$ cat src/rtl/sniff_fifo_arbiter.sv
// Round-robin, packet-aware arbiter sharing one capture FIFO write port between two sniffers.
// Optional per-grant channel header byte is enabled with SNIFF_ARB_HDR_EN.
module sniff_fifo_arbiter #(
  parameter int unsigned BURST_MAX = 16,
  parameter logic [6:0]  HDR_MARK  = 7'h55
) (
  input  logic       clk,
  input  logic       srst_n,
  input  logic [7:0] s0_data,
  input  logic       s0_valid,
  input  logic       s0_last,
  output logic       s0_ready,
  input  logic [7:0] s1_data,
  input  logic       s1_valid,
  input  logic       s1_last,
  output logic       s1_ready,
  output logic [7:0] fifo_din,
  output logic       fifo_wr_en,
  input  logic       fifo_full,
  output logic [1:0] grant,
  output logic       busy
);

  if ((BURST_MAX < 1) || (BURST_MAX > 255) || ($bits(HDR_MARK) != 7)) begin : g_param_err
    $error("sniff_fifo_arbiter: BURST_MAX must be in 1..255");
  end

  localparam logic [7:0] BurstLast = 8'(BURST_MAX - 1);

  typedef enum logic [1:0] {StIdle, StHdr, StData} state_e;

  state_e     state_q;
  logic [1:0] grant_q;
  logic [7:0] beat_q;
  logic       rr_q;     // 0: channel 0 wins a tie, 1: channel 1 wins
  logic       ch;
  logic       ch_last;

  assign ch      = grant_q[1];
  assign ch_last = ch ? s1_last : s0_last;
  assign grant   = grant_q;
  assign busy    = (state_q != StIdle);

  // Data path is combinational so a granted byte moves in the same cycle it is offered.
  always_comb begin
    fifo_din   = 8'h00;
    fifo_wr_en = 1'b0;
    s0_ready   = 1'b0;
    s1_ready   = 1'b0;
    unique case (state_q)
      StData: begin
        fifo_din   = ch ? s1_data : s0_data;
        fifo_wr_en = (ch ? s1_valid : s0_valid) & ~fifo_full;
        s0_ready   = grant_q[0] & ~fifo_full;
        s1_ready   = grant_q[1] & ~fifo_full;
      end
`ifdef SNIFF_ARB_HDR_EN
      StHdr: begin
        fifo_din   = {HDR_MARK, ch};
        fifo_wr_en = ~fifo_full;
      end
`endif
      default: ;
    endcase
  end

  always_ff @(posedge clk) begin
    if (!srst_n) begin
      state_q <= StIdle;
      grant_q <= 2'b00;
      beat_q  <= 8'h00;
      rr_q    <= 1'b0;
    end else begin
      case (state_q)
        StIdle: begin
          if (s0_valid || s1_valid) begin
            if (s0_valid && (!s1_valid || !rr_q)) grant_q <= 2'b01;
            else                                  grant_q <= 2'b10;
            beat_q <= 8'h00;
`ifdef SNIFF_ARB_HDR_EN
            state_q <= StHdr;
`else
            state_q <= StData;
`endif
          end
        end
`ifdef SNIFF_ARB_HDR_EN
        StHdr: begin
          if (!fifo_full) state_q <= StData;
        end
`endif
        StData: begin
          if (fifo_wr_en) begin
            if (ch_last || (beat_q == BurstLast)) begin
              state_q <= StIdle;
              grant_q <= 2'b00;
              rr_q    <= ~ch;
            end
            beat_q <= beat_q + 8'd1;
          end
        end
        default: state_q <= StIdle;
      endcase
    end
  end

endmodule

$ cat config.mk
export PLATFORM = sky130hd
export DESIGN_NAME = sniff_fifo_arbiter
export DESIGN_NICKNAME = d
export VERILOG_FILES = /design/src/rtl/sniff_fifo_arbiter.sv
export SDC_FILE = /design/constraint.sdc
export NUM_CORES = 1
export LEC_CHECK = 0
export CORE_MARGIN = 3
export CORE_UTILIZATION = 30
export CTS_BUF_LIST = sky130_fd_sc_hd__clkbuf_8 sky130_fd_sc_hd__clkbuf_16
export DETAILED_ROUTE_END_ITERATION = 12
export PLACE_DENSITY_LB_ADDON = 0.05
export SLEW_MARGIN = 20
export SYNTH_ARGS = -nofsm -noshare
export SYNTH_HDL_FRONTEND = slang
export SYNTH_SLANG_ARGS = --single-unit
$ cat constraint.sdc
create_clock -name clk -period 2.1 [get_ports clk]
set_input_delay 0.525 -clock clk [delete_from_list [all_inputs] [get_ports clk]]
set_output_delay 0.525 -clock clk [all_outputs]
set_load 0.1 [all_outputs]
; After elaboration in Yosys (flattened, before gate mapping)
; Cells that the tools add are included.
[word_totals]
out_inout_bits = 14
reg_bits = 13
in_bits = 23
elab_cells = 45
[op_classes]
reduce_logical = 13
bitwise = 5
n_addsub = 1
n_eq_ne = 5
muxes = 17
[ops]
columns = operator, count
row1 = $mux 8, 4
row2 = $pmux 8 s2, 1
row3 = $mux 2, 5
row4 = $reduce_and 3->1, 3
row5 = $add 8x1->8 const B, 1
row6 = $eq 8x4->1 const B, 1
row7 = $pmux 2 s2, 2
row8 = $ne 2x2->1 const B, 3
row9 = $mux 1, 5
row10 = $reduce_and 4->1, 1
row11 = $reduce_bool 2->1, 2
row12 = $and 1x1->1, 3
row13 = $logic_or 1x1->1, 3
row14 = $eq 2x2->1 const B, 1
row15 = $logic_not 1->1, 2
row16 = $logic_not 2->1, 1
row17 = $not 1->1, 2
row18 = $logic_and 1x1->1, 1

; Depth between registers and ports, before layout
[depth]
ltp_word = 6
depth_mapped = 6
mapped_depth_nobuf = 5

; Worst setup path after synthesis
; OpenSTA, ideal clock, no wires.
[synth_timing]
path_kind = register to output
from = reg grant_q[1] (netlist: grant[1])
to = out fifo_din[0]
t_arrival_ns = 3.069
n_path_buf = 2
setup_slack_ns = -1.494
required_time_ns = 1.575
stages_incl_launch_ff = 5
cell_sequence = dfxtp_1 > buf_4 > clkbuf_1 > mux2i_1 > nor2b_1
[synth_via]
elab_chain_cells = 2
[synth_rtl]
columns = item, line
row1 = start: declaration, 33  ; logic [1:0] grant_q;
row2 = start signal: assignment, 70  ; grant_q <= 2'b00;
row3 = start signal: assignment, 77  ; if (s0_valid && (!s1_valid || !rr_q)) grant_q <= 2'b01;
row4 = start signal: assignment, 78  ; else grant_q <= 2'b10;
row5 = $mux 8, 52  ; fifo_din = ch ? s1_data : s0_data;
row6 = $mux 8, 50  ; unique case (state_q)
row7 = end: declaration, 17  ; output logic [7:0] fifo_din,
; No other way between the ends.

; Final worst setup path
[layout_timing]
from = in fifo_full
to = out s1_ready
[layout_via]
elab_chain_cells = 3
[layout_rtl]
columns = item, line
row1 = start: declaration, 19  ; input logic fifo_full,
row2 = $not 1->1, 55  ; s1_ready = grant_q[1] & ~fifo_full;
row3 = $and 1x1->1, 55
row4 = $mux 1, 50
row5 = end: declaration, 16  ; output logic s1_ready,
; No other way between the ends.

==> results.py <==
metrics = {
    "timing": {
        "finalCriticalPeriod_ns": 2.037,
        "rsz0062_at_grt": "no",
        "setup_viol_count_final": 0,
        "worstMarginPinSlew_ns": 0.2580,
        "maxSlewViolCount": 0,
        "max_freq_mhz": 490.8,
        "max_slew_margin_pct": 82.31,
        "finClkSkew_ns": 0.0009478,
        "final.setup.worst_slack_ns": 0.06268,
        "final-hold-violation-count": 0,
        "min_period_over_period_pct": 97.02,
    },
    "synth": {
        "synth_top_family_by_area": "simple AND/OR/NAND/NOR gates",
        "yosysWarnings": 0,
        "yosys.area_share.simple_pct": 29.59,
        "synthAdderAreaFrac_pct": 1.653,
        "ys_top_cells_by_area": "dfxtp_1 (32%), mux2i_1 (16%), nor2b_1 (6.6%)",
        "seq_area_frac_synth_pct": 31.74,
        "muxShareOfSynthArea_pct": 15.87,
        "ys_types": 28,
        "synth_compound_area_share_pct": 15.54,
        "synth.top_cell.area_share_pct": 31.74,
        "synth_cells": 88,
        "synth-xor-area-share_pct": 1.157,
        "syn-num-nets": 112,
        "synth_top_flop_cell": "dfxtp_1",
        "synth_area_per_cell_um2": 8.602,
        "ys_ff_latch": 12,
        "ys_async_sr_fraction_pct": 0,
        "synth_edf_count": 0,
        "syn_area_um2": 757.0,
        "synth_largest_area_cell": "dfxtp_1",
    },
    "floorplan": {
        "die_y_um": 56.23,
        "die_w_um": 56.23,
        "dieArea_mm2": 0.003162,
        "rows": 17,
        "boundaryPins": 37,
        "core_area_mm2": 0.002297,
        "initial_core_util_pct": 32.95,
    },
    "grt": {
        "grt_pass1_vias": 826,
        "globalRouteTotalUtil_pct": 14.89,
        "grt_max_degree": 15,
        "grt_overflow": 0,
        "antenna_found_initial": 0,
        "grt_pass1_wl_um": 3760,
    },
    "worst_setup_path": {
        "cp.required_ns": 1.57,
        "crit_type": "in2out",
        "startpoint_type": "input port",
        "rr_worst_depth": 4,
        "cp-end-kind": "output port",
        "worstPathMaxFanout": 4,
        "critical_path_arrival_ns": 1.51,
    },
    "placement": {
        "place_area_mm2": 0.001395,
        "dp_cells": 156,
        "place_congestion": 0.7671,
        "portBuffers": 36,
        "dp_hpwl_um": 1714,
        "pre_cts_ws_ns": -0.04151,
    },
    "layout": {
        "most-common-layout-cells": "clkdlybuf4s50_1 (20), buf_12 (13), mux2i_1 (11)",
        "final_nets": 157,
        "design_area_mm2": 0.001451,
        "layout-drive-gt1-share_pct": 32.58,
        "filler_cell_count": 194,
        "diodes": 0,
        "syn2layout_area_growth_pct": 91.74,
        "multi_input_area_um2": 558.0,
        "instances_no_fill": 160,
        "regArea_um2": 246.5,
        "final_common_cell": "clkdlybuf4s50_1",
    },
    "routing": {
        "wl_um": 2184,
        "wl_per_cell_um": 13.65,
        "drt_pre_antenna_iters": 4,
        "drc": 0,
        "vias": 811,
        "ant_nets": 0,
        "drt_iter0_markers": 21,
        "vias_per_cell": 5.069,
    },
    "worst_hold_path": {
        "min_path_type": "reg2reg",
        "hold_path_depth": 2,
    },
    "cts": {
        "cts_hold_buf": 0,
        "cts_tree": "yes",
        "htree_levels": 1,
        "cts_setup_buffers": 0,
        "cts_made_buffers": 3,
        "ctsLongestPathBuffers": 2,
        "path_clk_slew_ns": 0.05,
        "cts_sinks": 12,
        "cts_root_buf": "clkbuf_8",
        "clkLatencyLatePin_ns": 0.24,
    },
    "run_status": {
        "status": "finished, final reports clean",
    },
    "pwr": {
        "p_per_area_mw_per_mm2": 705.2,
        "power.leakage_nw": 0.5709,
        "ir_drop_v": 0.0007170,
    },
    "run": {
        "cap_violations": 0,
    },
}
## worst max-delay path, cell delays in order
cell and delay [ns]:
clkdlybuf4s50_1 0.56, and3b_2 0.25, buf_12 0.17
## state kept, by name (all words and copies together) (netlist names)
name	cells
state_q	1
beat_q	8
rr_q	1
grant	2
## synthesized netlist by cell type, drive strengths merged, types with 2 or more instances
library cell,n
a21oi,4
and2,3
and3b,2
buf,2
clkbuf,2
dfxtp,12
inv,2
mux2i,12
nand2,6
nand2b,2
nand3,5
nor2,3
nor2b,8
o21a,3
o21ai,4
o22ai,2
o31ai,2
or3,2
or4,4
## per-stage QoR
stage          hold slack, ns  total power, W  setup TNS, ns  utilization [%]
2_1_floorplan          0.4320       0.0005890        -0.6845                -
3_3_place_gp           0.4463       0.0007809       -0.02405            60.73
3_5_place_dp           0.4541       0.0007836       -0.09655            60.73
4_1_cts                0.4601        0.001035              0            63.07
5_1_grt                0.5003        0.001064              0            63.18
6_report               0.4570        0.001024              0            63.18
## metal layers
metal / global-route usage, % / share of wire, %
met5: 0 / 0
met4: 5.424 / 1.1
met3: 5.104 / 6.1
met2: 24.71 / 50
met1: 17.61 / 43
## repair_timing
item | 4_1_cts | 5_1_grt
setup endpoints to repair | 1 | 1
pin swaps | 1 | 1
resized for setup | 1 | 1
cloned | 0 | 0
## layout make-up
type | instances | share of cell area, %
well taps | 28 | 2.414
inverters | 2 | 0.5172
clock buffers | 4 | 3.793
flip-flops and latches | 12 | 16.98
multi-input cells | 70 | 38.45
repair buffers | 44 | 37.84
## cells by family after synthesis
| family | count (synthesis) |
|---|---|
| multiplexers | 12 |
| buffers and inverters | 6 |
| XOR/XNOR | 1 |
| AO/OA/AOI/OAI | 18 |
| flip-flops | 12 |
| adder cells (fa/ha/maj) | 1 |
| AND/OR/NAND/NOR | 38 |
## path summary, 6_finish.rpt
path / start / end / slack (ns)
setup / recovery: fifo_full / s1_ready / 0.06
hold / removal: rr_q / rr_q / 0.46
setup reg to reg: grant[1] / beat_q[5] / 0.50
hold reg to reg: rr_q / rr_q / 0.46
## power breakdown
| part | internal (W) | switching (W) | leakage (nW) |
|---|---|---|---|
| registers | 0.000238 | 0.0000284 | 0.0986 |
| logic | 0.000219 | 0.000290 | 0.444 |
| clock network | 0.000165 | 0.0000823 | 0.0288 |
| total | 0.000623 | 0.000401 | 0.571 |
Power figures use the tool's default switching activity.
